==> config.mk <==
export PLATFORM = sky130hd
export DESIGN_NAME = seq_divider
export DESIGN_NICKNAME = d
export VERILOG_FILES = /design/src/rtl/seq_divider_pkg.sv /design/src/rtl/seq_divider_div_step.sv /design/src/rtl/seq_divider.sv
export SDC_FILE = /design/constraint.sdc
export NUM_CORES = 1
export LEC_CHECK = 0
export CAP_MARGIN = 40
export CELL_PAD_IN_SITES_DETAIL_PLACEMENT = 0
export CELL_PAD_IN_SITES_GLOBAL_PLACEMENT = 1
export CORE_ASPECT_RATIO = 1.4
export CORE_MARGIN = 10
export CORE_UTILIZATION = 43
export CTS_CLUSTER_DIAMETER = 80
export DETAILED_ROUTE_END_ITERATION = 6
export GPL_ROUTABILITY_DRIVEN = 0
export GPL_TIMING_DRIVEN = 0
export PLACE_DENSITY = 0.77
export SLEW_MARGIN = 15
export SYNTH_ARGS = -nofsm -noshare
export SYNTH_HDL_FRONTEND = slang
export SYNTH_SLANG_ARGS = --single-unit
export TNS_END_PERCENT = 20
==> constraint.sdc <==
create_clock -name clk -period 4 [get_ports clk]
set_input_delay 0.6 -clock clk [delete_from_list [all_inputs] [get_ports clk]]
set_output_delay 0.6 -clock clk [all_outputs]
set_load 0.01 [all_outputs]
==> src/rtl/seq_divider_pkg.sv <==
// Shared definitions for the sequential signed divider: datapath width,
// FSM state encoding, special-case result constants and a magnitude helper.
package seq_divider_pkg;

  localparam int DIV_W = 32;

  typedef enum logic [1:0] {
    IDLE = 2'd0,
    CALC = 2'd1,
    FIX  = 2'd2
  } div_state_e;

  // Quotient returned for a zero divisor (all ones, i.e. -1).
  localparam logic [DIV_W-1:0] DIV0_Q  = 32'hFFFF_FFFF;
  // Most negative 32-bit value; also the overflowing INT_MIN / -1 quotient.
  localparam logic [DIV_W-1:0] INT_MIN = 32'h8000_0000;

  // Unsigned magnitude of a two's complement value. INT_MIN maps to
  // 32'h80000000, which is exact when read as unsigned.
  function automatic logic [DIV_W-1:0] magnitude(input logic [DIV_W-1:0] v);
    return v[DIV_W-1] ? (~v + 1'b1) : v;
  endfunction

endpackage

==> src/rtl/seq_divider_div_step.sv <==
// One radix-2 restoring division step: shift the next dividend bit into the
// partial remainder, trial-subtract the divisor, keep the difference only
// when it is non-negative, and shift the resulting quotient bit in.
module div_step
  import seq_divider_pkg::*;
(
  input  logic [DIV_W-1:0] rem,
  input  logic [DIV_W-1:0] quo,
  input  logic [DIV_W-1:0] dvs,
  output logic [DIV_W-1:0] rem_next,
  output logic [DIV_W-1:0] quo_next
);

  logic [DIV_W:0] shifted;
  logic [DIV_W:0] trial;

  // Shift-subtract-select. The partial remainder always stays below the
  // divisor, so the selected value fits back into DIV_W bits.
  always_comb begin
    shifted = {rem, quo[DIV_W-1]};
    trial   = shifted - {1'b0, dvs};
    if (!trial[DIV_W]) begin
      rem_next = trial[DIV_W-1:0];
    end else begin
      rem_next = shifted[DIV_W-1:0];
    end
    quo_next = {quo[DIV_W-2:0], ~trial[DIV_W]};
  end

endmodule

==> src/rtl/seq_divider.sv <==
// Sequential signed 32-bit divider. Magnitudes are divided one bit per cycle
// by restoring division, then signs are applied in a final FIX cycle.
// Divide-by-zero and INT_MIN / -1 skip the iteration with preloaded results.
module seq_divider
  import seq_divider_pkg::*;
(
  input  logic             clk,
  input  logic             rst_n,
  input  logic             start,
  input  logic [DIV_W-1:0] A,
  input  logic [DIV_W-1:0] B,
  output logic             busy,
  output logic             done,
  output logic [DIV_W-1:0] Q,
  output logic [DIV_W-1:0] R
);

  div_state_e       state_q, state_d;
  logic [DIV_W-1:0] quo_q, quo_d;
  logic [DIV_W-1:0] rem_q, rem_d;
  logic [DIV_W-1:0] dvs_q, dvs_d;
  logic [4:0]       cnt_q, cnt_d;
  logic             sq_q, sq_d;
  logic             sr_q, sr_d;
  logic [DIV_W-1:0] q_q, q_d;
  logic [DIV_W-1:0] r_q, r_d;
  logic             busy_q, busy_d;
  logic             done_q, done_d;

  logic [DIV_W-1:0] step_rem;
  logic [DIV_W-1:0] step_quo;

  div_step u_div_step (
    .rem      (rem_q),
    .quo      (quo_q),
    .dvs      (dvs_q),
    .rem_next (step_rem),
    .quo_next (step_quo)
  );

  // Next-state logic for the FSM, datapath registers and registered outputs.
  // Special cases load their final magnitudes with both sign flags cleared,
  // so FIX passes them through unchanged.
  always_comb begin
    state_d = state_q;
    quo_d   = quo_q;
    rem_d   = rem_q;
    dvs_d   = dvs_q;
    cnt_d   = cnt_q;
    sq_d    = sq_q;
    sr_d    = sr_q;
    q_d     = q_q;
    r_d     = r_q;
    busy_d  = busy_q;
    done_d  = 1'b0;

    case (state_q)
      IDLE: begin
        if (start) begin
          busy_d = 1'b1;
          cnt_d  = 5'd31;
          dvs_d  = magnitude(B);
          if (B == '0) begin
            quo_d   = DIV0_Q;
            rem_d   = A;
            sq_d    = 1'b0;
            sr_d    = 1'b0;
            state_d = FIX;
          end else if ((A == INT_MIN) && (B == '1)) begin
            quo_d   = INT_MIN;
            rem_d   = '0;
            sq_d    = 1'b0;
            sr_d    = 1'b0;
            state_d = FIX;
          end else begin
            quo_d   = magnitude(A);
            rem_d   = '0;
            sq_d    = A[DIV_W-1] ^ B[DIV_W-1];
            sr_d    = A[DIV_W-1];
            state_d = CALC;
          end
        end
      end
      CALC: begin
        quo_d = step_quo;
        rem_d = step_rem;
        cnt_d = cnt_q - 5'd1;
        if (cnt_q == 5'd0) begin
          state_d = FIX;
        end
      end
      FIX: begin
        q_d     = sq_q ? -quo_q : quo_q;
        r_d     = sr_q ? -rem_q : rem_q;
        done_d  = 1'b1;
        busy_d  = 1'b0;
        state_d = IDLE;
      end
      default: begin
        state_d = IDLE;
        busy_d  = 1'b0;
      end
    endcase
  end

  // State and output registers; reset abandons any operation in flight.
  always_ff @(posedge clk or negedge rst_n) begin
    if (!rst_n) begin
      state_q <= IDLE;
      quo_q   <= '0;
      rem_q   <= '0;
      dvs_q   <= '0;
      cnt_q   <= '0;
      sq_q    <= 1'b0;
      sr_q    <= 1'b0;
      q_q     <= '0;
      r_q     <= '0;
      busy_q  <= 1'b0;
      done_q  <= 1'b0;
    end else begin
      state_q <= state_d;
      quo_q   <= quo_d;
      rem_q   <= rem_d;
      dvs_q   <= dvs_d;
      cnt_q   <= cnt_d;
      sq_q    <= sq_d;
      sr_q    <= sr_d;
      q_q     <= q_d;
      r_q     <= r_d;
      busy_q  <= busy_d;
      done_q  <= done_d;
    end
  end

  assign busy = busy_q;
  assign done = done_q;
  assign Q    = q_q;
  assign R    = r_q;

endmodule

==> run_results.csv, run 1 <==
group,metric,value,unit
synth,ys_types,59,
synth,dominantRegCellSynth,"dfrtp_1",
layout,drive_gt1_share,3.70,%
layout,multi_input_comb_area,6540,µm²
setup_path,critPathLaunch,"B[2]",
setup_path,timing.rr.start,"quo_q[31]",
synth,syn_inst,1324,
detailed_routing,drt-pass1-iter-count,5,
timing,hold_viol,0,
clock_tree,clk_latency,0.44,ns
floorplan,die-area,33200,µm²
setup_path,arrival,4.16,ns
setup_path,crit_fanout,10,
placed_design,placedCellCount,1779,
power_and_ir_drop,ir_drop,0.399,mV
setup_path,regToRegSetupSlack,0.40,ns
floorplan,ios,133,
synth,synth_seq_cells,171,
detailed_routing,routed_wl,38100,µm
timing,tightest_slew,0.942,ns
global_routing,grt_max_degree,93,
setup_path,timing.rr.end,"rem_q[14]",
timing,fin_skew,0.00806,ns
setup_path,critPathCapture,"rem_q[6]",
floorplan,rows,70,
layout,regArea,4280,µm²
setup_path,worst_path_max_delay_cell,"nor4b_1",
setup_path,endpoint_kind,"flip-flop",
placed_design,portBuffers,130,
global_routing,grt_pass1_vias,10489,
timing,slew-limit-headroom,36.6,%
detailed_routing,num_vias,10372,
timing,final-setup-viol-count,0,
global_routing,groute.usage.overall,22.8,%
power_and_ir_drop,finalPower,0.0114,W
setup_path,worst-r2r-cell-count,12,
worst_hold_path,hold_class,"in2async",
layout,num-fill-cells,2577,
synth,synth_edf_count,0,
layout,fin_cells,1812,
clock_tree,postCtsSetupBuffers,0,
power_and_ir_drop,p_leak,5.64,nW
detailed_routing,routed_via_density,5.72,
layout,postLayoutCellArea,13600,µm²
floorplan,core,26000,µm²
clock_tree,path_clk_slew,0.07,ns
detailed_routing,ant_nets,0,
synth,ys.warnings.count,0,
timing,fin_crit_sh,95.0,%
setup_path,critical_path_class,"in2reg",
synth,synth_seq_area_share,37.9,%
layout,fin_util,52.5,%
clock_tree,cts-buffers-inserted,17,
synth,async_flop_share,100,%
floorplan,fp.dieH,212,µm
synth,avgSynthCellArea,8.53,µm²
floorplan,initial_core_util,43.4,%
setup_path,critPathMaxStageDelay,0.73,ns
outcome,status,"completed",
detailed_routing,wl_per_cell,21.0,µm
timing,max_freq,0.263,GHz
power_and_ir_drop,p_per_area,832,nW/µm²
floorplan,die_w,157,µm
global_routing,grt_pass1_wl,58200,µm
global_routing,grt_overflow_total,0,
clock_tree,cts_tree,"built",
clock_tree,hold_buffers,0,
clock_tree,htree_levels,4,
clock_tree,cts_sinks,171,
placed_design,place.detailed.hpwl,30600,µm
timing,rsz0062_at_grt,"no",
layout,area_growth,20.9,%
timing,hold_slack,0.140,ns
layout,final_nets,1581,
synth,synth.cell_area,11300,µm²
global_routing,antenna_found_initial,0,
synth,syn-num-nets,1431,
detailed_routing,drt_iter0_drc,801,
flow_run,cap_violations,0,
timing,final_max_slew_viol_count,0,
setup_path,worst_setup_path_start_kind,"input port",
clock_tree,clk_path_buf_depth,2,
timing,fin_crit,3.80,ns
detailed_routing,drcViolationCount,0,
setup_path,cp_cell_sequence,"clkdlybuf4s50_1 -> or4_1 -> nor4b_1 -> nand4_1 -> or2_2 -> nor2_1 -> clkbuf_1 -> a22oi_1 -> o21ai_0",
clock_tree,cts_root_buffer,"clkbuf_16",
setup_path,crit_required,4.36,ns
placed_design,place_area,13000,µm²
[layout make-up]
| class | instances | share of cell area (%) |
|---|---|---|
| multi-input combinational | 1023 | 47.9 |
| tap | 324 | 2.97 |
| antenna | 1 | 0.0183 |
| buffer | 80 | 2.24 |
| inverter | 50 | 1.38 |
| sequential | 171 | 31.4 |
| clock inverter | 9 | 0.825 |
| clock buffer | 23 | 3.58 |
| timing repair buffer | 131 | 9.77 |
[logic make-up after synthesis]
group	synth area share, %
xor gates and xnor gates	11.4
buffers and inverters	4.35
and+or+nand+nor	16.5
AOI/OAI and AO/OA	24.2
DFF	37.9
muxes	1.15
adders and majority gates	4.50
[per-stage QoR]
stage	setup WS [ns]	setup TNS (ns)
after floorplan	0.853	0
after global placement	-4.76	-814.22
after detailed placement	-0.220	-5.70
after CTS	0.205	0
after global routing	0.0548	0
final	0.199	0
[layer usage]
layer / up-vias / routed length, µm / GRT usage, % / share of wire, %
li1: 5071 / - / - / -
met1: 4902 / 14900 / 24.4 / 39
met2: 301 / 19600 / 40.9 / 51
met3: 98 / 1530 / 3.43 / 4.0
met4: 0 / 2110 / 14.1 / 5.5
met5: - / 0 / 0 / 0
[worst min path at each step]
stage | from | to | slack (ns) | cells after the start
floorplan | rst_n | Q[0] | 0.30 | 0
global placement | Q[18] | Q[18] | 0.46 | 2
detailed placement | R[6] | R[6] | 0.47 | 2
CTS | rst_n | Q[4] | 0.16 | 1
global route | rst_n | Q[9] | 0.19 | 1
finish | rst_n | Q[0] | 0.14 | 1
[critical path, delay by kind of cell]
| kind | cells | cell delay (ns) |
|---|---|---|
| simple gates | 5 | 2.29 |
| buf+inv | 2 | 0.98 |
| compound gates | 2 | 0.28 |
[layout by cell type, fill, tap and decap left out, types with 9 or more instances in the layout]
cell type	count
clkbuf_1	73
nor2_1	28
a21o_1	20
nand4_1	20
nand3_1	19
or3_1	16
nor3_1	25
o41ai_1	18
mux2i_1	13
nor2b_1	9
ha_1	39
inv_1	50
nand2_1	205
o21ai_0	186
xor2_1	96
dfrtp_1	171
clkdlybuf4s50_1	129
a22o_1	20
a21oi_1	65
or4_1	14
clkbuf_16	17
a22oi_1	27
nor4_1	9
o31ai_1	34
nand2b_1	17
xnor2_1	50
[power breakdown]
part           internal, W  switching, W
Clock             0.000987      0.000712
Combinational      0.00264       0.00387
Sequential         0.00238      0.000768
[cells in the mapped netlist, types with 5 or more instances]
master,count,area [µm²]
clkbuf_1,72,270
nand2_1,205,769
inv_1,50,188
a211oi_1,9,67.6
xnor2_1,50,438
nand4_1,20,125
o211ai_1,7,52.6
or3_1,16,100
nor2_1,28,105
nand2b_1,17,106
a222oi_1,8,80.1
a21oi_1,65,325
a22oi_1,27,203
ha_1,39,488
buf_1,5,18.8
o41ai_1,18,158
nor4_1,9,56.3
xor2_1,97,850
o21ai_1,5,25.0
or2_2,7,43.8
o21ai_0,186,931
a21o_1,20,150
o31ai_1,34,255
mux2i_1,13,130
nor2b_1,9,56.3
or4_1,14,105
a221oi_1,5,43.8
nor3_1,25,125
dfrtp_1,171,4280
a31oi_1,5,31.3
nand3_1,19,95.1
a22o_1,20,175
[timing repair]
action,in CTS,in global routing
pin swaps,0,0
setup endpoints to repair,9,2
gates resized for setup,2,1
[sequential cells by signal, indices dropped and copies added (netlist names)]
signal / count
rem_q: 32
busy: 1
dvs_q: 32
R: 32
done: 1
quo_q: 32
cnt_q: 5
state_q: 2
sq_q: 1
sr_q: 1
Q: 32
Note: power is estimated with default switching activity, not from simulation.
==> inputs of run 2 (changes only) <==
--- a/config.mk
+++ b/config.mk
@@ -9,13 +9,13 @@
 export CELL_PAD_IN_SITES_DETAIL_PLACEMENT = 0
 export CELL_PAD_IN_SITES_GLOBAL_PLACEMENT = 1
 export CORE_ASPECT_RATIO = 1.4
-export CORE_MARGIN = 10
+export CORE_MARGIN = 3
 export CORE_UTILIZATION = 43
 export CTS_CLUSTER_DIAMETER = 80
 export DETAILED_ROUTE_END_ITERATION = 6
 export GPL_ROUTABILITY_DRIVEN = 0
 export GPL_TIMING_DRIVEN = 0
-export PLACE_DENSITY = 0.77
+export PLACE_DENSITY = 0.78
 export SLEW_MARGIN = 15
 export SYNTH_ARGS = -nofsm -noshare
 export SYNTH_HDL_FRONTEND = slang
==> run 2 against run 1 <==
Net effect:
- worst setup slack gained 0.0093 ns
- core utilization grew 0.59 points
- clock power shrank 4%
- non-clock buffer count is the same
- sequential share of layout area grew 0.10 points
- sequential cell count is the same
- via count grew 0.74%
- die area shrank 15%
- largest power group unchanged
- highest routed layer unchanged
==> run_results.csv, run 2 (same netlist as run 1, synthesis figures left out) <==
group,metric,value,unit
placed_design,placedCellCount,1774,
layout,final_nets,1581,
power_and_ir_drop,p_leak,5.64,nW
clock_tree,cts_sinks,171,
global_routing,top_usage_layer,"met2",
detailed_routing,ant_nets,0,
timing,max_freq,0.264,GHz
detailed_routing,routed_wl,36700,µm
timing,fin_crit,3.79,ns
placed_design,place.detailed.hpwl,29500,µm
timing,slew-limit-headroom,39.8,%
detailed_routing,num_vias,10449,
clock_tree,clk_path_buf_depth,2,
timing,final-setup-viol-count,0,
power_and_ir_drop,p_per_area,830,nW/µm²
global_routing,met1_usage,29.3,%
global_routing,use_met2,48.2,%
setup_path,crit_fanout,10,
detailed_routing,drcViolationCount,0,
detailed_routing,drt_iter0_drc,735,
floorplan,ios,133,
global_routing,grt_pass1_vias,10542,
placed_design,portBuffers,130,
floorplan,die_w,143,µm
timing,hold_viol,0,
floorplan,core,25600,µm²
clock_tree,cts_root_buffer,"clkbuf_16",
worst_hold_path,hold_class,"in2async",
setup_path,timing.rr.start,"quo_q[31]",
layout,antenna_cells,0,
detailed_routing,wl_per_cell,20.3,µm
setup_path,crit_required,4.36,ns
detailed_routing,routed_via_density,5.80,
floorplan,rows,69,
floorplan,fp.dieH,198,µm
global_routing,grt_overflow_total,0,
global_routing,groute.usage.overall,26.2,%
timing,fin_crit_sh,94.8,%
setup_path,regToRegSetupSlack,0.44,ns
timing,tightest_slew,0.895,ns
clock_tree,cts_tree,"built",
clock_tree,clk_latency,0.44,ns
setup_path,worst-r2r-cell-count,12,
timing,setup_slack,0.208,ns
placed_design,pre_cts_slack,-0.252,ns
layout,drive_gt1_share,3.57,%
layout,area_growth,20.5,%
layout,mostFrequentLayoutCell,"nand2_1",
timing,rsz0062_at_grt,"no",
global_routing,antenna_found_initial,0,
detailed_routing,drt-pass1-iter-count,5,
clock_tree,cts-buffers-inserted,17,
setup_path,critical_path_class,"in2reg",
timing,fin_skew,0.00936,ns
global_routing,grt_max_degree,106,
floorplan,initial_core_util,44.0,%
layout,final_cell_mix,"nand2_1 (205), o21ai_0 (186), dfrtp_1 (171), clkdlybuf4s50_1 (129), xor2_1 (96)",
clock_tree,htree_levels,4,
global_routing,use_met3,3.19,%
setup_path,worst_setup_path_start_kind,"input port",
clock_tree,path_clk_slew,0.06,ns
setup_path,endpoint_kind,"flip-flop",
global_routing,grt_pass1_wl,57200,µm
power_and_ir_drop,ir_drop,0.348,mV
layout,fin_cells,1803,
flow_run,cap_violations,0,
outcome,status,"completed",
setup_path,arrival,4.15,ns
setup_path,timing.rr.end,"rem_q[22]",
floorplan,die-area,28300,µm²
timing,final_max_slew_viol_count,0,
run 2: layer usage:
metal  share of wire (%)  vias up
li1                    -     5091
met1                  39     4988
met2                  53      284
met3                 3.6       86
met4                 4.9        0
met5                   0        -
run 2: worst max-delay path by stage:
stage	start	endpoint	cells after the start
after detailed placement	B[2]	rem_q[6]	9
after floorplan	quo_q[31]	rem_q[11]	12
after CTS	B[2]	rem_q[6]	9
after global routing	B[2]	rem_q[7]	9
final	B[2]	rem_q[6]	9
after global placement	rst_n	R[8]	1
run 2: report_power, final:
group / switching, W / internal, W / leakage (nW)
Sequential: 0.000774 / 0.00238 / 2.20
Combinational: 0.00386 / 0.00265 / 3.17
Clock: 0.000683 / 0.000953 / 0.276
run 2: critical path, cell delays in order:
cell             delay [ns]
clkdlybuf4s50_1        0.51
or4_1                  0.60
nor4b_1                0.71
nand4_1                0.32
or2_2                  0.42
nor2_1                 0.21
clkbuf_1               0.48
a22oi_1                0.18
o21ai_0                0.12
run 2: metrics by stage:
stage / power (W) / hold WS [ns] / util [%] / cell area (µm²) / setup TNS (ns)
floorplan: 0.00768 / 0.304 / - / 11300 / 0
CTS: 0.0113 / 0.105 / 53.0 / 13600 / 0
detailed placement: 0.00962 / 0.469 / 50.8 / 13000 / -6.71
global placement: 0.00951 / 0.462 / 50.7 / 13000 / -800.80
finish: 0.0113 / 0.0906 / 53.1 / 13600 / 0
global route: 0.0122 / 0.132 / 53.1 / 13600 / 0
run 2: final cells by class:
type	instances	area, µm²
plain buffers	80	305
inverters	50	188
clock buffers	21	470
fillers	2517	12000
clock inverters	8	95.1
repair buffers	131	1330
flip-flops and latches	171	4280
well taps	319	399
multi-input cells	1023	6540
run 2: what timing repair did:
action,CTS,global route
resized for setup,2,1
pin swaps,0,0
hold buffers,0,0
endpoints found under the setup margin,10,2
setup buffers,0,0
==> inputs of run 3 (changes only) <==
--- a/config.mk
+++ b/config.mk
@@ -8,7 +8,6 @@
 export CAP_MARGIN = 40
 export CELL_PAD_IN_SITES_DETAIL_PLACEMENT = 0
 export CELL_PAD_IN_SITES_GLOBAL_PLACEMENT = 1
-export CORE_ASPECT_RATIO = 1.4
 export CORE_MARGIN = 3
 export CORE_UTILIZATION = 43
 export CTS_CLUSTER_DIAMETER = 80
==> run 3 against run 2 <==
Net effect:
- non-clock buffer count up 1
- first-iteration DRC count up 18%
- sequential share of layout area about the same
- largest cell class unchanged
==> run_results.csv, run 3 (same netlist as run 1, synthesis figures left out) <==
group,metric,value,unit
outcome,status,"completed",
global_routing,top_usage_layer,"met2",
clock_tree,cts_sinks,171,
clock_tree,clk_path_buf_depth,2,
setup_path,arrival,3.99,ns
timing,final_max_slew_viol_count,0,
worst_hold_path,hold_class,"in2async",
global_routing,met1_usage,36.6,%
floorplan,core,25500,µm²
layout,area_growth,20.6,%
floorplan,die_w,168,µm
global_routing,antenna_found_initial,1,
timing,slew-limit-headroom,43.7,%
layout,regArea,4280,µm²
timing,max_freq,0.274,GHz
clock_tree,cts_tree,"built",
layout,drive_gt1_share,3.76,%
placed_design,portBuffers,130,
setup_path,worst-r2r-cell-count,12,
detailed_routing,ant_nets,0,
detailed_routing,wl_per_cell,19.7,µm
timing,final-setup-viol-count,0,
setup_path,critPathLaunch,"quo_q[31]",
clock_tree,cts-buffers-inserted,17,
global_routing,grt_overflow_total,0,
clock_tree,postCtsSetupBuffers,0,
floorplan,ios,133,
floorplan,die-area,28200,µm²
clock_tree,clk_latency,0.44,ns
global_routing,grt_pass1_vias,9882,
detailed_routing,routed_wl,35700,µm
setup_path,endpoint_kind,"flip-flop",
timing,fin_crit,3.65,ns
placed_design,place.detailed.hpwl,28400,µm
timing,hold_viol,0,
setup_path,regToRegSetupSlack,0.35,ns
timing,fin_skew,0.0142,ns
timing,fin_crit_sh,91.3,%
global_routing,grt_pass1_wl,56600,µm
layout,mostFrequentLayoutCell,"nand2_1",
detailed_routing,routed_via_density,5.74,
global_routing,use_met3,4.25,%
setup_path,timing.rr.end,"rem_q[24]",
clock_tree,cts_root_buffer,"clkbuf_16",
layout,final_nets,1582,
timing,tns,0,ns
timing,tightest_slew,0.845,ns
floorplan,rows,58,
layout,final_cell_mix,"nand2_1 (205), o21ai_0 (186), dfrtp_1 (171), clkdlybuf4s50_1 (129), xor2_1 (96)",
global_routing,groute.usage.overall,25.3,%
detailed_routing,drcViolationCount,0,
layout,num-fill-cells,2431,
detailed_routing,drt-pass1-iter-count,6,
floorplan,fp.dieH,168,µm
clock_tree,path_clk_slew,0.08,ns
layout,multi_input_comb_area,6540,µm²
setup_path,critPathCapture,"rem_q[24]",
setup_path,crit_fanout,10,
power_and_ir_drop,ir_drop,0.377,mV
global_routing,grt_max_degree,91,
layout,antenna_cells,0,
layout,fin_cells,1818,
detailed_routing,drt_iter0_drc,868,
power_and_ir_drop,p_per_area,832,nW/µm²
setup_path,timing.rr.start,"quo_q[31]",
placed_design,placedCellCount,1786,
setup_path,crit_required,4.34,ns
setup_path,critical_path_class,"reg2reg",
flow_run,cap_violations,0,
timing,rsz0062_at_grt,"no",
setup_path,worst_setup_path_start_kind,"flip-flop",
global_routing,use_met2,39.1,%
clock_tree,htree_levels,4,
detailed_routing,num_vias,10440,
floorplan,initial_core_util,44.3,%
power_and_ir_drop,p_leak,5.63,nW
## run 3: changes by cell type in the layout (fill, tap and decap cells not counted), sizes merged
cell,delta
inv,+7
bufinv,-2
clkinvlp,+1
buf,+1
clkbuf,-2
clkinv,-1
## run 3: layer usage
layer / routed length [µm] / up-vias
li1: - / 5070
met1: 17100 / 4992
met2: 15700 / 340
met3: 2100 / 38
met4: 858 / 0
met5: 0 / -
## run 3: repair_timing
item	in CTS	in global routing
gates resized for setup	0	4
setup endpoints to repair	0	16
hold buffers	0	0
## run 3: critical path, cell delays in order, from the launching register on
cell and delay, ns:
dfrtp_1 0.45, inv_1 0.07, ha_1 0.23, fa_1 0.40
nand2b_1 0.18, a21o_1 0.20, a211oi_1 0.43, o211ai_1 0.17
nand3_1 0.20, xor2_2 0.41, nand2_1 0.19, clkbuf_1 0.35
o21ai_0 0.27
## run 3: layout make-up
class | instances | share of cell area [%]
Buffer | 80 | 2.24
Clock buffer | 19 | 3.18
Clock inverter | 13 | 0.937
Inverter | 50 | 1.38
Multi-Input combinational cell | 1023 | 48.0
Sequential cell | 171 | 31.4
Tap cell | 330 | 3.03
Timing Repair Buffer | 132 | 9.83
## run 3: how the worst min path moves through the flow
stage | cells past startpoint | end | slack, ns | startpoint
floorplan | 0 | Q[0] | 0.30 | rst_n
global placement | 2 | dvs_q[8] | 0.46 | dvs_q[8]
detailed placement | 2 | Q[25] | 0.47 | Q[25]
CTS | 1 | R[27] | 0.21 | rst_n
global route | 1 | R[21] | 0.23 | rst_n
finish | 1 | R[27] | 0.12 | rst_n
## run 3: report_power, final
| group | total, W | internal [W] | switching (W) |
|---|---|---|---|
| sequential | 0.00318 | 0.00237 | 0.000808 |
| combinational | 0.00652 | 0.00264 | 0.00387 |
| clock | 0.00163 | 0.000826 | 0.000802 |
## run 3: metrics by stage
stage	instance area, µm²	utilization (%)	setup slack (ns)	hold WS, ns	power [W]
floorplan	11300	-	0.853	0.304	0.00768
global placement	13000	51.1	-4.84	0.464	0.00954
detailed placement	13000	51.2	-0.254	0.471	0.00961
CTS	13600	53.4	0.0156	0.207	0.0113
global route	13600	53.5	0.134	0.227	0.0123
finish	13600	53.5	0.350	0.125	0.0113
